## src/rtl/GLOBAL_PARAM.sv

```systemverilog
// Shared PE instruction bundle and phase encodings used by the
// AGU scheduler and its instruction FIFO.
package GLOBAL_PARAM;

    localparam logic [1:0] PH_FWD = 2'b00;
    localparam logic [1:0] PH_BWD = 2'b01;
    localparam logic [1:0] PH_UPD = 2'b10;

    typedef struct packed {
        logic [2:0] mode;
        logic [7:0] idx_cnt;
        logic [7:0] trip_cnt;
        logic       is_new;
        logic [3:0] pad_code;
        logic       cut_y;
        logic       new_idx;
    } pe_inst_t;

    localparam int PE_INST_W = $bits(pe_inst_t);

    typedef enum logic [1:0] {
        S_IDLE,
        S_SWITCH,
        S_START,
        S_WAIT_DONE
    } sched_state_e;

endpackage

```

## src/rtl/pe_inst_fifo.sv

```systemverilog
// Synchronous instruction FIFO; head is read from registered storage,
// so a push becomes visible one cycle later.
module pe_inst_fifo
    import GLOBAL_PARAM::*;
#(
    parameter int DEPTH = 4
) (
    input  logic     clk,
    input  logic     rst,
    input  logic     push,
    input  pe_inst_t din,
    input  logic     pop,
    output pe_inst_t dout,
    output logic     full,
    output logic     empty
);

    localparam int AW = $clog2(DEPTH);

    pe_inst_t        mem_q [DEPTH];
    logic [AW:0]     wr_ptr_q;
    logic [AW:0]     wr_ptr_d;
    logic [AW:0]     rd_ptr_q;
    logic [AW:0]     rd_ptr_d;
    logic            do_push;
    logic            do_pop;

    assign do_push = push && !full;
    assign do_pop  = pop && !empty;

    // Extra pointer MSB distinguishes full from empty on equal indices
    assign empty = (wr_ptr_q == rd_ptr_q);
    assign full  = (wr_ptr_q[AW] != rd_ptr_q[AW]) &&
                   (wr_ptr_q[AW-1:0] == rd_ptr_q[AW-1:0]);
    assign dout  = mem_q[rd_ptr_q[AW-1:0]];

    always_comb begin
        wr_ptr_d = wr_ptr_q;
        rd_ptr_d = rd_ptr_q;
        if (do_push) wr_ptr_d = wr_ptr_q + 1'b1;
        if (do_pop)  rd_ptr_d = rd_ptr_q + 1'b1;
    end

    always_ff @(posedge clk) begin
        if (rst) begin
            wr_ptr_q <= '0;
            rd_ptr_q <= '0;
        end else begin
            wr_ptr_q <= wr_ptr_d;
            rd_ptr_q <= rd_ptr_d;
        end
    end

    always_ff @(posedge clk) begin
        if (do_push) mem_q[wr_ptr_q[AW-1:0]] <= din;
    end

endmodule

```

## src/rtl/pe_agu_sched.sv

```systemverilog
// Per-PE scheduler: queues instructions, sequences the index ping-pong
// swap and issues one AGU start at a time while tracking progress.
module pe_agu_sched
    import GLOBAL_PARAM::*;
#(
    parameter int INST_DEPTH = 4,
    parameter int CNT_W      = 16
) (
    input  logic             clk,
    input  logic             rst,
    input  logic             inst_valid,
    output logic             inst_ready,
    input  logic [2:0]       inst_mode,
    input  logic [7:0]       inst_idx_cnt,
    input  logic [7:0]       inst_trip_cnt,
    input  logic             inst_is_new,
    input  logic [3:0]       inst_pad_code,
    input  logic             inst_cut_y,
    input  logic             inst_new_idx,
    input  logic             idx_load_done,
    output logic             idx_load_ready,
    output logic             switch_idx_buf,
    output logic             agu_start,
    input  logic             agu_done,
    output logic [2:0]       agu_mode,
    output logic [7:0]       agu_idx_cnt,
    output logic [7:0]       agu_trip_cnt,
    output logic             agu_is_new,
    output logic [3:0]       agu_pad_code,
    output logic             agu_cut_y,
    output logic [CNT_W-1:0] issued_cnt,
    output logic [CNT_W-1:0] done_cnt,
    output logic             sched_idle
);

    localparam int FLD_W = PE_INST_W - 1;

    sched_state_e     state_q;
    sched_state_e     state_d;
    logic             shadow_full_q;
    logic             shadow_full_d;
    logic [FLD_W-1:0] fields_q;
    logic [FLD_W-1:0] fields_d;
    logic [CNT_W-1:0] issued_q;
    logic [CNT_W-1:0] issued_d;
    logic [CNT_W-1:0] done_q;
    logic [CNT_W-1:0] done_d;

    pe_inst_t in_inst;
    pe_inst_t head;
    logic     fifo_full;
    logic     fifo_empty;
    logic     pop;

    assign in_inst = '{
        mode:     inst_mode,
        idx_cnt:  inst_idx_cnt,
        trip_cnt: inst_trip_cnt,
        is_new:   inst_is_new,
        pad_code: inst_pad_code,
        cut_y:    inst_cut_y,
        new_idx:  inst_new_idx
    };

    pe_inst_fifo #(
        .DEPTH (INST_DEPTH)
    ) u_fifo (
        .clk   (clk),
        .rst   (rst),
        .push  (inst_valid),
        .din   (in_inst),
        .pop   (pop),
        .dout  (head),
        .full  (fifo_full),
        .empty (fifo_empty)
    );

    always_comb begin
        state_d       = state_q;
        shadow_full_d = shadow_full_q;
        fields_d      = fields_q;
        issued_d      = issued_q;
        done_d        = done_q;
        pop           = 1'b0;
        if (idx_load_done) shadow_full_d = 1'b1;
        unique case (state_q)
            S_IDLE: begin
                // Hold a new-index head until the loader has filled the shadow half
                if (!fifo_empty && agu_done &&
                    !(head.new_idx && !shadow_full_q)) begin
                    pop      = 1'b1;
                    fields_d = head[PE_INST_W-1:1];
                    state_d  = head.new_idx ? S_SWITCH : S_START;
                end
            end
            S_SWITCH: begin
                shadow_full_d = 1'b0;
                state_d       = S_START;
            end
            S_START: begin
                issued_d = issued_q + 1'b1;
                state_d  = S_WAIT_DONE;
            end
            S_WAIT_DONE: begin
                if (agu_done) begin
                    done_d  = done_q + 1'b1;
                    state_d = S_IDLE;
                end
            end
            default: state_d = S_IDLE;
        endcase
    end

    always_ff @(posedge clk) begin
        if (rst) begin
            state_q       <= S_IDLE;
            shadow_full_q <= 1'b0;
            fields_q      <= '0;
            issued_q      <= '0;
            done_q        <= '0;
        end else begin
            state_q       <= state_d;
            shadow_full_q <= shadow_full_d;
            fields_q      <= fields_d;
            issued_q      <= issued_d;
            done_q        <= done_d;
        end
    end

    assign inst_ready     = !fifo_full;
    assign idx_load_ready = !shadow_full_q;
    assign switch_idx_buf = (state_q == S_SWITCH);
    assign agu_start      = (state_q == S_START);
    assign issued_cnt     = issued_q;
    assign done_cnt       = done_q;
    assign sched_idle     = fifo_empty && (state_q == S_IDLE) && agu_done;

    assign {agu_mode, agu_idx_cnt, agu_trip_cnt,
            agu_is_new, agu_pad_code, agu_cut_y} = fields_q;

endmodule

```

## config.mk

```make
export PLATFORM = sky130hd
export DESIGN_NAME = pe_agu_sched
export DESIGN_NICKNAME = d
export VERILOG_FILES = /design/src/rtl/GLOBAL_PARAM.sv /design/src/rtl/pe_inst_fifo.sv /design/src/rtl/pe_agu_sched.sv
export SDC_FILE = /design/constraint.sdc
export NUM_CORES = 1
export LEC_CHECK = 0
export CORE_MARGIN = 2
export CORE_UTILIZATION = 49
export CTS_CLUSTER_DIAMETER = 100
export DETAILED_ROUTE_END_ITERATION = 8
export PLACE_DENSITY = 0.73
export SETUP_SLACK_MARGIN = 0.1
export SLEW_MARGIN = 20
export SYNTH_ARGS = -nofsm -noshare
export SYNTH_HDL_FRONTEND = slang
export SYNTH_HIERARCHICAL = 1
export SYNTH_SLANG_ARGS = --single-unit
```

## constraint.sdc

```tcl
create_clock -name clk -period 2.5 [get_ports clk]
set_input_delay 0.25 -clock clk [delete_from_list [all_inputs] [get_ports clk]]
set_output_delay 0.25 -clock clk [all_outputs]
set_load 0.005 [all_outputs]
```

# Word level (Yosys, flattened, before mapping)
# Memory sizes are Yosys's and may differ from the RTL's. A register that Yosys moved wholly into a read port is not among the register bits.
# Cells that the tools add are included.
word_totals:
  mem_bits_rw: 104
  out_inout_bits: 62
  mem_count: 1
  regBits: 66
  wordCells: 47
op_classes:
  add_sub_neg: 4
  n_reduce_logical: 17
  n_eq_ne: 8
  muxes: 10
mem_list:
  columns: ["name", "depth", "width", "read_ports", "rd_ports_with_merged_regs", "wr", "line_no", "rtl"]
  rows:
  - ["u_fifo.mem_q", 4, 26, 1, 1, 1, "pe_inst_fifo.sv:20", "pe_inst_t mem_q [DEPTH];"]
op_table:
  columns: ["op", "n"]
  rows:
  - ["adder 16 x 1 -> 16 bit (second input constant)", 2]
  - ["2-to-1 mux 2 bit", 5]
  - ["logical AND 1 bit", 8]
  - ["one-hot mux 2 bit (4 select lines)", 1]
  - ["adder 3 x 1 -> 3 bit (second input constant)", 2]
  - ["AND reduction 2 bit", 3]
  - ["== test 2 bit (second input constant)", 2]
  - ["zero test 1 bit", 4]
  - ["2-to-1 mux 1 bit", 4]
  - ["!= test 2 bit (second input constant)", 2]
  - ["== test 3 bit", 1]
  - ["== test 2 x 1 -> 1 bit (second input constant)", 1]
  - ["== test 2 bit", 1]
  - ["zero test 2 bit", 1]
  - ["OR reduction 2 bit", 1]
  - ["!= test 1 bit", 1]

# Depth between registers and ports, before layout
# Gate-level depths: netlist (run 1).
depth:
  depth_word: 9
  ltp_mapped: 11
  ltp_nobuf: 8

# Hierarchy
# The synthesis (run 1) kept the hierarchy.
modules_own_cells:
  columns: ["mod", "seq_area_each_um2", "area_per_inst_um2", "instances", "cells_per_inst"]
  rows:
  - ["pe_inst_fifo", 3283.1, 4320.4, 1, 204]
  - ["pe_agu_sched", 1201.2, 2536.2, 1, 299]

# Worst setup path after synthesis (run 1)
# No wires, ideal clock.
synth_path:
  path_type: "reg-to-reg"
  start: "register (tool-made name)"
  end: "register u_fifo.rd_ptr_q[2]"
  arrival_time_ns: 2.593
  period_less_slack_ns: 2.668
  slack_ns: -0.168
  required_time_ns: 2.426
  n_path_buf: 4
  stages_incl_launch_ff: 12
  path_cell_list: "dfxtp_1 buf_4 buf_2 mux4_2 nor2b_1 or3_1 buf_2 clkinv_2 buf_6 nand2_1 a211o_1 a31oi_1"
synth_lines:
  columns: ["element", "line_no", "rtl"]
  rows:
  - ["end signal, assigned", "pe_inst_fifo.sv:50", "rd_ptr_q <= rd_ptr_d;"]
  - ["end, declared", "pe_inst_fifo.sv:23", "logic [AW:0] rd_ptr_q;"]

# Worst setup path after layout (run 1)
layout_path:
  start: "register u_fifo.rd_ptr_q[0]"
  end: "output sched_idle"
layout_via:
  elab_chain_len: 3
layout_lines:
  columns: ["element", "line_no", "rtl"]
  rows:
  - ["== test 3 bit", "pe_inst_fifo.sv:32", "assign empty = (wr_ptr_q == rd_ptr_q);"]
  - ["net fifo_empty", "pe_agu_sched.sv:52", "logic fifo_empty;"]
  - ["logical AND 1 bit (2 in series)", "pe_agu_sched.sv:136", "assign sched_idle = fifo_empty && (state_q == S_IDLE) && agu_done;"]
  - ["end, declared", "pe_agu_sched.sv:33", "output logic sched_idle"]
# The timed path passes the listed nets, and every way through them passes these cells.

==> impl_metrics.py, run 1 <==
metrics = {
    "status": {
        "outcome": "finished clean",
    },
    "global_routing": {
        "grt_pass1_vias": 4316,
        "track_usage_pct": 19.8,
        "grt_antenna_before_repair": 0,
        "grt_max_degree": 35,
        "grt_overflow_total": 0,
        "wire_length_of_the_first_global_routing_pass_mm": 22.1,
    },
    "worst_setup_path": {
        "worstSetupEndpointType": "primary output",
        "critPathSlowestCell": "sky130_fd_sc_hd__clkdlybuf4s50_1",
        "crit_path_max_fanout": 6,
        "path_class": "reg -> out",
        "timing.critical_path.buf_inv": 1,
        "crit_path_cell_trace": "xnor2_1 -> nand2_2 -> nor2_2 -> and3_1 -> clkdlybuf4s50_1",
        "timing.critical_path.arrival_ns": 2.01,
        "crit_required_ns": 2.25,
        "crit_path_max_cell_delay_ns": 0.51,
        "cp_top_family": "buffers and inverters",
        "critPathLaunchType": "flop",
    },
    "final_layout": {
        "finish.cell_count_without_fillers": 803,
        "antennaDiodeCount": 0,
        "share_of_cells_above_drive_strength_1_pct": 15.1,
        "layout.core_utilization_pct": 62.8,
        "layout.cell_area.non_filler_sq_um": 8650,
        "layout-area-overhead-vs-synth_pct": 26.1,
        "nNetsFinal": 652,
    },
    "place": {
        "gp_congestion": 0.863,
        "postPlaceCellArea_sq_um": 8050,
        "place.detailed.hpwl_mm": 8.93,
        "numPortBuffers": 92,
        "detailedPlace.worstSlack_ns": 0.256,
        "post-place-cells": 771,
    },
    "cts": {
        "cts_tree": "built",
        "cts_root_buffer": "sky130_fd_sc_hd__clkbuf_16",
        "numClockSinks": 172,
        "cts.clk_slew.worst_paths_ns": 0.07,
        "numCtsBuffers": 17,
        "clock_latency_ns": 0.43,
        "max-clock-path-buffers": 2,
        "cts_htree_levels": 4,
    },
    "synth": {
        "synth_edf_count": 104,
        "synth.largest_area_cell": "sky130_fd_sc_hd__edfxtp_1",
        "synth.distinct_cells": 48,
        "synth_area_leaders": "sky130_fd_sc_hd__edfxtp_1 46%, sky130_fd_sc_hd__dfxtp_1 20%, sky130_fd_sc_hd__mux4_2 8.5%",
        "ff_latch_count_synth": 172,
        "post_synth_instance_area_sq_um": 6860,
        "yosysMostFrequentCell": "sky130_fd_sc_hd__edfxtp_1",
        "synth_nets": 545,
        "synth.avg_cell_area_sq_um": 13.6,
        "ys_async_sr_fraction_pct": 0,
        "syn-instance-count": 503,
        "yosysSeqAreaShare_pct": 65.4,
        "synth_largest_type_area_fraction_pct": 45.5,
        "ys_top_cells_by_count": "104 x sky130_fd_sc_hd__edfxtp_1, 68 x sky130_fd_sc_hd__dfxtp_1, 67 x sky130_fd_sc_hd__nand2_1",
        "dominantRegCellSynth": "sky130_fd_sc_hd__edfxtp_1",
        "ys.warnings.count": 6,
    },
    "floorplan": {
        "dieHeight_um": 122,
        "chipWidth_um": 122,
        "boundaryPins": 93,
        "floorplan.die_area_sq_um": 15000,
        "placementRows": 43,
        "core_area_sq_um": 13800,
        "starting_utilization_of_the_core_area_pct": 49.8,
    },
    "detailed_routing": {
        "wire_per_inst_um": 17.2,
        "finalWirelength_mm": 13.8,
        "detail_route.vias_per_cell": 5.53,
        "detail_route.drc_violations": 0,
        "first_iter_violations": 312,
        "vias": 4443,
        "antenna_violating_nets_post_route": 0,
        "dr.pass1.iters": 5,
    },
    "sta": {
        "worst_clock_skew_ns": 0.00852,
        "min_period_ns": 2.26,
        "timing.final.crit_share_pct": 90.4,
        "max_slew.worst_pin.slew_ns": 0.568,
        "max-slew-margin-rel_pct": 61.9,
        "setup-tns-final_ns": 0,
        "setup_slack_ns": 0.241,
        "grt_setup_unrepaired": "false",
        "max_clock_freq_mhz": 443,
        "report.final.slew_viol_count": 0,
        "report.final.setup_viol": 0,
        "hold_violations": 0,
        "fin_hold_ws_ns": 0.309,
    },
    "power_and_ir_drop": {
        "leakage_power_figure_nw": 2.88,
        "totalPowerFinal_mw": 7.45,
        "irDropWorstVdd_mv": 0.577,
        "power_density_nw_per_um2": 861,
    },
    "hold_path": {
        "min_path_type": "in -> reg",
    },
    "run": {
        "max_cap_violations": 0,
    },
}
[worst register-to-register path, cell delays in order, from the launching register on]
cell	delay (ns)
sky130_fd_sc_hd__edfxtp_1	0.36
sky130_fd_sc_hd__mux4_2	0.49
sky130_fd_sc_hd__nor2b_1	0.15
sky130_fd_sc_hd__or3_1	0.34
sky130_fd_sc_hd__clkinv_2	0.26
sky130_fd_sc_hd__nand2_1	0.12
sky130_fd_sc_hd__a211o_1	0.29
sky130_fd_sc_hd__a31oi_1	0.15
[repair_timing]
item / in CTS / in global routing
pin swaps: 0 / 0
setup endpoints to repair: 1 / 1
gates resized for setup: 1 / 4
setup buffers: 0 / 0
hold buffers: 0 / 0
[layout make-up]
| class | count | area, sq um |
|---|---|---|
| Inverter | 13 | 50.0 |
| Timing Repair Buffer | 111 | 1080 |
| Clock inverter | 12 | 98.8 |
| Tap cell | 180 | 225 |
| Clock buffer | 20 | 489 |
| Multi-Input combinational cell | 295 | 2210 |
| Fill cell | 1035 | 5120 |
| Sequential cell | 172 | 4490 |
[cell usage in the layout (no fill, tap or decap), drive strengths merged, types with 2 or more instances in the layout]
| master | n |
|---|---|
| nor3b | 4 |
| inv | 17 |
| a211o | 2 |
| o211ai | 5 |
| clkdlybuf4s50 | 91 |
| and4 | 4 |
| a31oi | 4 |
| xor2 | 16 |
| clkinv | 8 |
| nor4 | 7 |
| mux2 | 2 |
| edfxtp | 104 |
| clkbuf | 20 |
| or3 | 4 |
| ha | 11 |
| nand2 | 67 |
| o21ai | 7 |
| dfxtp | 68 |
| a311oi | 2 |
| mux2i | 3 |
| mux4 | 26 |
| a41oi | 2 |
| and2 | 4 |
| nand4 | 14 |
| or4 | 2 |
| nor2b | 3 |
| and3 | 5 |
| nand3 | 13 |
| nor3 | 3 |
| buf | 20 |
| nor2 | 32 |
| xnor2 | 14 |
| a21oi | 34 |
[state kept, by name, indices dropped and copies added, names as in the netlist, named ones only]
signal / count
u_fifo/wr_ptr_q: 3
u_fifo/rd_ptr_q: 3
u_fifo/mem_q: 104
issued_cnt: 16
done_cnt: 16
fields_q: 25
state_q: 2
shadow_full_q: 1
[logic make-up (layout without fill, tap and decap cells)]
family / count (synthesis) / after routing / share of synthesized area (%)
buffers and inverters: 36 / 156 / 2.68
adder cells (fa/ha/maj): 11 / 11 / 2.01
AND/OR/NAND/NOR: 164 / 164 / 11.7
flip-flops: 172 / 172 / 65.4
multiplexers: 31 / 31 / 9.31
AO/OA/AOI/OAI: 59 / 59 / 5.04
XOR/XNOR: 30 / 30 / 3.83
[report_power, final]
group	internal, mW	leakage, nW	switching (mW)	total [mW]
Sequential	3.37	1.51	0.158	3.53
Clock	1.44	0.297	1.15	2.59
Combinational	0.640	1.07	0.687	1.33
[path summary, 6_finish.rpt]
check,startpoint,cells past startpoint,to,slack (ns)
setup reg to reg,u_fifo/mem_q[3][0],7,u_fifo/rd_ptr_q[2],0.26
hold reg to reg,fields_q[3],2,fields_q[3],0.46
hold / removal,rst,2,fields_q[15],0.31
setup / recovery,u_fifo/rd_ptr_q[0],5,sched_idle,0.24
[routing by layer]
metal	global-route usage, %	vias to the layer above	part of all wire [%]
met4	8.26	0	1.7
met5	0	-	0
li1	-	2077	-
met3	5.25	21	6.1
met2	32.5	143	50
met1	25.0	2202	42
No activity file was read; power rests on OpenSTA's default activity.
==> run 2: changes to the inputs <==
- CTS_CLUSTER_DIAMETER: 100 -> not set
==> results of run 2 <==
No change in the layout: final DEF, timing and power equal those of run 1.
